===== src/rtl/interrupt_sequencer.sv =====
// Interrupt sequencer for the 65C02 PC path: arbitrates RST/NMI/IRQ/BRK and
// steps through the push-PCH/PCL/P, vector-low/high sequence.
module interrupt_sequencer (
  input  logic       fclk,
  input  logic       resb,
  input  logic       nmib,
  input  logic       irqb,
  input  logic       i_flag,
  input  logic       instr_boundary,
  input  logic       brk_exec,
  input  logic       rdy,
  output logic       seq_active,
  output logic [1:0] stack_op,
  output logic       stack_write_en,
  output logic       b_flag,
  output logic       push_resb,
  output logic       push_nmib,
  output logic       push_irqb,
  output logic       vec_lo_load,
  output logic       vec_hi_load,
  output logic       set_i,
  output logic       clear_d,
  output logic       nmi_pending
);

  typedef enum logic [2:0] {
    RST_HOLD, IDLE, STK_H, STK_L, STK_P, VEC_L, VEC_H
  } state_t;

  typedef enum logic [1:0] {T_RST, T_NMI, T_IRQ, T_BRK} req_t;

  state_t state;
  req_t   req;
  logic   nmi_s1, nmi_s2, nmi_prev;
  logic   irq_s1, irq_s2;
  logic   nmi_edge, adv, nmi_clr;

  assign nmi_edge = nmi_prev & ~nmi_s2;
  // Strobes only fire on an advancing cycle; resb low suppresses them at once.
  assign adv      = rdy & resb;
  assign nmi_clr  = (state == STK_P) && adv && (req == T_NMI);

  always_ff @(posedge fclk) begin
    if (!resb) begin
      state       <= RST_HOLD;
      req         <= T_RST;
      nmi_s1      <= 1'b1;
      nmi_s2      <= 1'b1;
      nmi_prev    <= 1'b1;
      irq_s1      <= 1'b1;
      irq_s2      <= 1'b1;
      nmi_pending <= 1'b0;
    end else begin
      nmi_s1   <= nmib;
      nmi_s2   <= nmi_s1;
      nmi_prev <= nmi_s2;
      irq_s1   <= irqb;
      irq_s2   <= irq_s1;
      // A fresh edge on the clearing cycle must not be lost.
      if (nmi_edge)     nmi_pending <= 1'b1;
      else if (nmi_clr) nmi_pending <= 1'b0;

      case (state)
        RST_HOLD: begin
          state <= STK_H;
          req   <= T_RST;
        end
        IDLE: begin
          if (brk_exec) begin
            state <= STK_H;
            req   <= T_BRK;
          end else if (instr_boundary && nmi_pending) begin
            state <= STK_H;
            req   <= T_NMI;
          end else if (instr_boundary && !irq_s2 && !i_flag) begin
            state <= STK_H;
            req   <= T_IRQ;
          end
        end
        STK_H:   if (rdy) state <= STK_L;
        STK_L:   if (rdy) state <= STK_P;
        STK_P:   if (rdy) state <= VEC_L;
        VEC_L:   if (rdy) state <= VEC_H;
        VEC_H:   if (rdy) state <= IDLE;
        default: state <= RST_HOLD;
      endcase
    end
  end

  // Outputs are a pure decode of the registered state/type, qualified by adv.
  always_comb begin
    seq_active     = 1'b0;
    stack_op       = 2'b00;
    stack_write_en = 1'b0;
    b_flag         = 1'b0;
    push_resb      = 1'b0;
    push_nmib      = 1'b0;
    push_irqb      = 1'b0;
    vec_lo_load    = 1'b0;
    vec_hi_load    = 1'b0;
    set_i          = 1'b0;
    clear_d        = 1'b0;
    case (state)
      STK_H: begin
        seq_active     = 1'b1;
        stack_op       = 2'b01;
        stack_write_en = (req != T_RST);
      end
      STK_L: begin
        seq_active     = 1'b1;
        stack_op       = 2'b10;
        stack_write_en = (req != T_RST);
      end
      STK_P: begin
        seq_active     = 1'b1;
        stack_op       = 2'b11;
        stack_write_en = (req != T_RST);
        b_flag         = (req == T_BRK);
        push_resb      = adv && (req == T_RST);
        push_nmib      = adv && (req == T_NMI);
        push_irqb      = adv && ((req == T_IRQ) || (req == T_BRK));
      end
      VEC_L: begin
        seq_active  = 1'b1;
        vec_lo_load = adv;
        set_i       = adv;
        clear_d     = adv;
      end
      VEC_H: begin
        seq_active  = 1'b1;
        vec_hi_load = adv;
      end
      default: ;
    endcase
  end

endmodule


===== config.mk =====
export PLATFORM = sky130hd
export DESIGN_NAME = interrupt_sequencer
export DESIGN_NICKNAME = d
export VERILOG_FILES = /design/src/rtl/interrupt_sequencer.sv
export SDC_FILE = /design/constraint.sdc
export NUM_CORES = 1
export LEC_CHECK = 0
export ABC_AREA = 0
export CORE_MARGIN = 5
export CORE_UTILIZATION = 43
export CTS_CLUSTER_DIAMETER = 80
export DETAILED_ROUTE_END_ITERATION = 10
export GPL_TIMING_DRIVEN = 0
export MAX_ROUTING_LAYER = met4
export PLACE_DENSITY = 0.76
export SLEW_MARGIN = 20
export SYNTH_ARGS = -nofsm -noshare
export SYNTH_HDL_FRONTEND = slang
export SYNTH_SLANG_ARGS = --single-unit

===== constraint.sdc =====
create_clock -name fclk -period 3 [get_ports fclk]
set_input_delay 0.45 -clock fclk [delete_from_list [all_inputs] [get_ports fclk]]
set_output_delay 0.45 -clock fclk [all_outputs]
set_load 0.05 [all_outputs]

==> results of run 1 <==
-- cell type report --
class | instances | area (um^2)
Fill cell | 127 | 462.9
Multi-Input combinational cell | 58 | 350.3
Timing Repair Buffer | 20 | 203.9
Sequential cell | 11 | 220.2
Buffer | 6 | 32.53
Inverter | 5 | 18.77
Clock buffer | 4 | 26.28
Tap cell | 15 | 18.77
-- registers in the layout, summed over array words and instances (netlist names) --
| name | count |
|---|---|
| state | 3 |
| req | 2 |
| irq_s1 | 1 |
| irq_s2 | 1 |
| nmi_pending | 1 |
| nmi_prev | 1 |
| nmi_s1 | 1 |
| nmi_s2 | 1 |
-- power by group through the flow --
stage	Sequential [mW]	Clock [mW]	Combinational [mW]
final	0.159	0.103	0.0791
after global placement	0.162	0	0.0775
after floorplan	0.163	0	0.0479
after global routing	0.160	0.118	0.0849
after detailed placement	0.162	0	0.0787
after CTS	0.159	0.107	0.0789
-- layout by cell type, fill, tap and decap left out, drive strengths merged --
cell type,count
o21bai,1
or3,1
dlymetal6s2s,2
nand3,1
o22ai,3
a21boi,1
dfxtp,11
nor2b,1
dlygate4sd2,1
nor4b,1
nand2b,8
inv,5
o32ai,2
o2111ai,1
o211ai,1
a21oi,6
o21ai,2
nand2,11
nand4bb,1
buf,4
nor3,5
nor2,6
o21a,2
clkdlybuf4s50,17
o31a,2
clkbuf,6
nor3b,2
-- Yosys cell counts, drive strengths merged --
cell type | instances | area, um^2
o21bai | 1 | 7.510
nand4bb | 1 | 11.26
inv | 5 | 18.76
a21oi | 6 | 30.03
buf | 4 | 25.02
a21boi | 1 | 7.510
nor2b | 1 | 6.260
o2111ai | 1 | 8.760
nand3 | 1 | 5.000
nor2 | 6 | 22.52
o21ai | 2 | 10.01
dfxtp | 11 | 220.2
nor3b | 2 | 26.28
nand2 | 11 | 41.29
o32ai | 2 | 17.52
o21a | 2 | 15.01
nor4b | 1 | 8.760
clkbuf | 2 | 7.510
o31a | 2 | 17.52
nand2b | 8 | 52.55
or3 | 1 | 11.26
o22ai | 3 | 18.77
o211ai | 1 | 7.510
nor3 | 5 | 25.02
-- logic make-up (layout without fill, tap and decap cells) --
logic type,after synthesis,in the layout,share of synthesized area [%]
simple gates,37,37,33.80
compound gates,21,21,22.54
flops,11,11,35.41
buf+inv,11,35,8.248
-- how the worst max path moves through the flow --
stage / end / start / slack, ns
3_3_place_gp: push_nmib / resb / -0.01
3_5_place_dp: push_nmib / rdy / -0.01
6_report: push_irqb / rdy / 0.12
4_1_cts: vec_hi_load / resb / 0.06
5_1_grt: push_irqb / rdy / 0.03
2_1_floorplan: set_i / state[0]$_SDFFE_PN0P_ / 0.42
-- per-layer routing --
metal	track usage [%]	up-vias	share of wire, %
met4	10.22	0	3.4
li1	-	331	-
met5	-	-	0
met1	19.29	296	45
met3	4.511	7	6.1
met2	26.39	23	46
-- stage by stage --
step / util, % / hold WS (ns) / worst slack [ns]
detailed placement: 63.04 / 0.4027 / -0.009734
finish: 65.29 / 0.4121 / 0.1181
CTS: 64.92 / 0.4192 / 0.06033
global route: 65.29 / 0.4284 / 0.03098
floorplan: - / 0.3863 / 0.4158
global placement: 63.04 / 0.3882 / -0.01260
==> summary.txt, run 1 <==
Run status
  • Status: complete, no violations

Global routing
  • Grt ovf: 0
  • Initial antenna violation count: 0
  • Vias in the first global route: 607
  • Global-route usage over all layers: 17.00%
  • Largest net degree at the start of global routing: 11
  • First-pass GRT wire length: 2559 um

Timing
  • Worst-Margin Slew: 0.5013 ns
  • Final Max Slew Viols: 0
  • Worst slew margin: 66.47%
  • Final setup vio count: 0
  • Total Neg Setup Slack: 0 ns
  • Min Tclk post-route: 2.882 ns
  • Highest clock rate: 0.3470 GHz
  • Skew final: 0.004060 ns
  • Fin crit share: 96.06%
  • Final Hold Vio Count: 0
  • RSZ-0062 raised after global routing: false

Power and ir drop
  • PwrDens: 391.1 mW/mm^2
  • Sw Ratio: 30.42%
  • P_sw: 0.1036 mW
  • Register share of total power: 46.6%
  • Leakage: 0.3465 nW
  • Peak supply drop: 0.0002152 V
  • Clock power frac: 30.2%
  • Power, Total: 0.3406 mW
  • Internal power: 0.2370 mW
  • Comb pwr share: 23.2%

Worst setup path
  • CP peak stage delay: 0.81 ns
  • Critical Path RT: 2.55 ns
  • Number of stages on the worst setup path: 5
  • Reg2reg end: nmi_pending$_SDFFE_PN0P_
  • Critical path endpoint category: output pin
  • Critical path launch point type: input pin
  • Worst r2r src: state[2]$_SDFFE_PN0P_
  • Max FO, Critical Path: 8
  • FF-to-FF path depth: 4
  • Crit path kind: in2out
  • Slowest cell on crit path: clkdlybuf4s50_1
  • Worst R2R Setup Slack: 1.62 ns
  • CP arrival: 2.43 ns
  • Critical path buffer and inverter count: 2
  • Crit path top cell by count: clkdlybuf4s50_1
  • Critical-path cell list: clkdlybuf4s50_1, nand2_1, or3_4, nor2_1, clkdlybuf4s50_1
  • Worst path top cell family by delay: buffers and inverters

Placement
  • Dpl cells: 115
  • Gpl congestion: 0.7411
  • Hpwl dp: 1175 um
  • Placed cell area: 840.8 um^2
  • Number of port buffers: 20

Drt
  • Vias per cell: 5.521
  • DRC violation count after routing: 0
  • Iteration-0 DRC Markers: 25
  • Initial DRT Pass Iterations: 4
  • Via count: 657
  • Routed WL: 1529 um
  • Routed Antenna Nets: 0
  • WL per Instance: 12.85 um

Clock tree
  • Skew-Pair Late Insertion Delay: 0.27 ns
  • Setup bufs post-CTS: 0
  • CTS sink count: 11
  • Clock root buffer: clkbuf_4
  • Clock transition at path regs: 0.07 ns
  • CTS H-Tree Depth: 1
  • CTS resizes: 1
  • CTS buffer count: 3
  • Clock buffer depth: 2
  • Cts hold-fix bufs: 0
  • CTS tree: built

Die
  • Die width: 48.03 um
  • Starting density of the core: 46.62%
  • Die footprint: 0.002307 mm^2
  • Boundary Pins: 21
  • Core area: 0.001334 mm^2
  • Die Y: 48.03 um
  • # rows: 13

Hold path
  • End of the worst hold path: nmi_s2$_SDFF_PN1_
  • Hold Path Stages: 1
  • Hold WC Path Type: reg2reg
  • Hold Crit Start: nmi_s1$_SDFF_PN1_

Run
  • Max cap viols: 0

Finish
  • # nets final: 113
  • Layout area overhead: 40.04%
  • Antenna diodes: 0
  • Share of cells above drive strength 1: 10.58%
  • Non-filler cells, final: 119
  • Final instance area: 870.8 um^2

Logic synthesis
  • Synthesized Nets: 88
  • Yosys warnings: 0
  • Synthesized area: 621.8 um^2
  • Post-synthesis sequential area ratio: 35.41%
  • Seq cells post-synth: 11
  • Post-synthesis instance total: 80
  • Netlist cell types: 28
  • Synth Area per Inst: 7.773 um^2
No activity file was read; power rests on OpenSTA's default activity.
==> inputs of run 2 (changes only) <==
--- a/config.mk
+++ b/config.mk
@@ -7,12 +7,12 @@
 export LEC_CHECK = 0
 export ABC_AREA = 0
 export CORE_MARGIN = 5
-export CORE_UTILIZATION = 43
+export CORE_UTILIZATION = 46
 export CTS_CLUSTER_DIAMETER = 80
 export DETAILED_ROUTE_END_ITERATION = 10
 export GPL_TIMING_DRIVEN = 0
 export MAX_ROUTING_LAYER = met4
-export PLACE_DENSITY = 0.76
+export PLACE_DENSITY = 0.81
 export SLEW_MARGIN = 20
 export SYNTH_ARGS = -nofsm -noshare
 export SYNTH_HDL_FRONTEND = slang
==> run 2 against run 1 <==
Via count fell by 3.8%; routed wire length fell by 9.1%; hold slack got worse by 0.00051 ns; first-iteration DRC count fell by 32%; setup slack got worse by 0.047 ns; clock power barely moved; critical path type unchanged; critical endpoint is now push_resb.
==> summary.txt, run 2 (synthesized netlist as in run 1, its figures left out) <==
Timing
  • Skew final: 0.002414 ns (-0.001646 ns)
  • Worst-Margin Slew: 0.5078 ns (+0.006465 ns)
  • Final Max Slew Viols: 0 (unchanged)
  • Fin crit share: 97.63% (+1.6 points)
  • Min Tclk post-route: 2.929 ns (+0.04703 ns)
  • Highest clock rate: 0.3414 GHz (-1.6%)
  • Final Hold Vio Count: 0 (unchanged)
  • Worst slew margin: 66.04% (-0.43 points)
  • RSZ-0062 raised after global routing: false
  • Min Hold Slack: 0.4116 ns (-0.0005130 ns)
  • Final setup vio count: 0 (unchanged)

Global routing
  • Grt ovf: 0 (unchanged)
  • Largest net degree at the start of global routing: 11 (unchanged)
  • Vias in the first global route: 546 (-10%)
  • First-pass GRT wire length: 2263 um (-12%)
  • Initial antenna violation count: 0 (unchanged)
  • Global-route usage over all layers: 14.63% (-2.4 points)

Finish
  • Non-filler cells, final: 119 (unchanged)
  • Biggest regs: state: 3 flops, req: 2 flops
  • Most frequent cells in the layout: 18 x clkdlybuf4s50_1, 11 x nand2_1, 11 x dfxtp_1, 7 x nand2b_1
  • Largest reg by FF count: state
  • Register area: 220.2 um^2 (unchanged)
  • Max reg flops: 3 (unchanged)
  • Area of the multi-input gates: 350.3 um^2 (unchanged)
  • Most common cell after layout, fill and taps aside: clkdlybuf4s50_1
  • Share of cells above drive strength 1: 11.54% (+0.96 points)
  • Layout area overhead: 39.84%
  • Fillcell total: 116 (-8.7%)
  • # nets final: 113 (unchanged)
  • Antenna diodes: 0 (unchanged)

Power and ir drop
  • PwrDens: 389.2 mW/mm^2 (-0.48%)
  • Peak supply drop: 0.0002789 V (+30%)
  • Power, Total: 0.3385 mW (-0.63%)
  • Leakage: 0.3306 nW (-4.6%)

Clock tree
  • Clock buffer depth: 2 (unchanged)
  • CTS tree: built
  • CTS sink count: 11 (unchanged)
  • Setup bufs post-CTS: 0 (unchanged)
  • Skew-Pair Late Insertion Delay: 0.27 ns (about the same)
  • Cts hold-fix bufs: 0 (unchanged)
  • Clock transition at path regs: 0.07 ns (about the same)
  • CTS H-Tree Depth: 1 (unchanged)
  • CTS buffer count: 3 (unchanged)
  • Clock root buffer: clkbuf_4

Die
  • Die footprint: 0.002187 mm^2 (-5.2%)
  • Die width: 46.77 um (-2.6%)
  • Boundary Pins: 21 (unchanged)
  • # rows: 13 (unchanged)
  • Core area: 0.001285 mm^2 (-3.7%)
  • Starting density of the core: 48.39% (+1.8 points)
  • Die Y: 46.77 um (-2.6%)

Drt
  • Initial DRT Pass Iterations: 4 (unchanged)
  • Vias per cell: 5.311 (-3.8%)
  • DRC violation count after routing: 0 (unchanged)
  • Routed Antenna Nets: 0 (unchanged)
  • WL per Instance: 11.68 um (-9.1%)
  • Routed WL: 1390 um (-9.1%)
  • Iteration-0 DRC Markers: 17 (-32%)
  • Via count: 632 (-3.8%)

Placement
  • Gpl congestion: 0.8834 (+19%)
  • Hpwl dp: 1069 um (-9.0%)
  • Dpl cells: 115 (unchanged)
  • Number of port buffers: 20 (unchanged)

Worst setup path
  • Critical path endpoint category: output pin
  • Worst R2R Setup Slack: 1.63 ns (about the same)
  • Max FO, Critical Path: 8 (unchanged)
  • Critical path launch point type: input pin
  • CP arrival: 2.48 ns (+0.05 ns)
  • Crit path kind: in2out
  • Critical Path RT: 2.55 ns (about the same)

Run
  • Max cap viols: 0 (unchanged)

Hold path
  • Hold WC Path Type: reg2reg

Run status
  • Status: complete, no violations
## run 2: stage by stage
step           setup TNS (ns)  setup WS [ns]  util (%)  instance area [um^2]
2_1_floorplan               0         0.4158         -                 621.8
3_3_place_gp         -0.02564       -0.02564     65.43                 840.8
3_5_place_dp         -0.03070       -0.03070     65.43                 840.8
4_1_cts                     0        0.07264     67.48                 867.1
5_1_grt                     0        0.01495     67.67                 869.6
6_report                    0        0.07106     67.67                 869.6
## run 2: cell type report
| class | count | area share, % |
|---|---|---|
| timing repair buffer | 20 | 23.17 |
| sequential | 11 | 25.32 |
| multi-input combinational | 58 | 40.29 |
| inverter | 5 | 2.158 |
| buffer | 6 | 3.741 |
| tap | 15 | 2.158 |
| clock buffer | 3 | 2.590 |
| clock inverter | 1 | 0.5755 |
## run 2: what timing repair did
action / 4_1_cts / 5_1_grt
endpoints found under the setup margin: 1 / 1
cloned: 0 / 0
gates resized for setup: 1 / 1
## run 2: power by group
part           switching, mW  leakage [nW]  total (mW)  internal (mW)
registers            0.00534        0.0905       0.158          0.153
logic                 0.0456         0.222      0.0782         0.0326
clock network         0.0529        0.0177       0.102         0.0493
## run 2: critical path: stages
cell and delay [ns]:
clkdlybuf4s50_1 0.59, nand2_1 0.11, or3_4 0.37, nor3_1 0.14, clkdlybuf4s50_1 0.82
## run 2: path summary, 6_finish.rpt
path,from,end,depth (start not counted)
worst max-delay path,rdy,push_resb,5
worst max register to register,state[2]$_SDFFE_PN0P_,nmi_pending$_SDFFE_PN0P_,4
worst min-delay path,irq_s1$_SDFF_PN1_,irq_s2$_SDFF_PN1_,1
worst min register to register,irq_s1$_SDFF_PN1_,irq_s2$_SDFF_PN1_,1
## run 2: routing by layer
layer	vias to the layer above	wire, um	GRT usage (%)	part of all wire, %
met4	0	23	4.972	1.7
met1	283	613	18.48	44
li1	326	-	-	-
met2	19	648	23.58	47
met5	-	0	-	0
met3	4	106	2.299	7.6
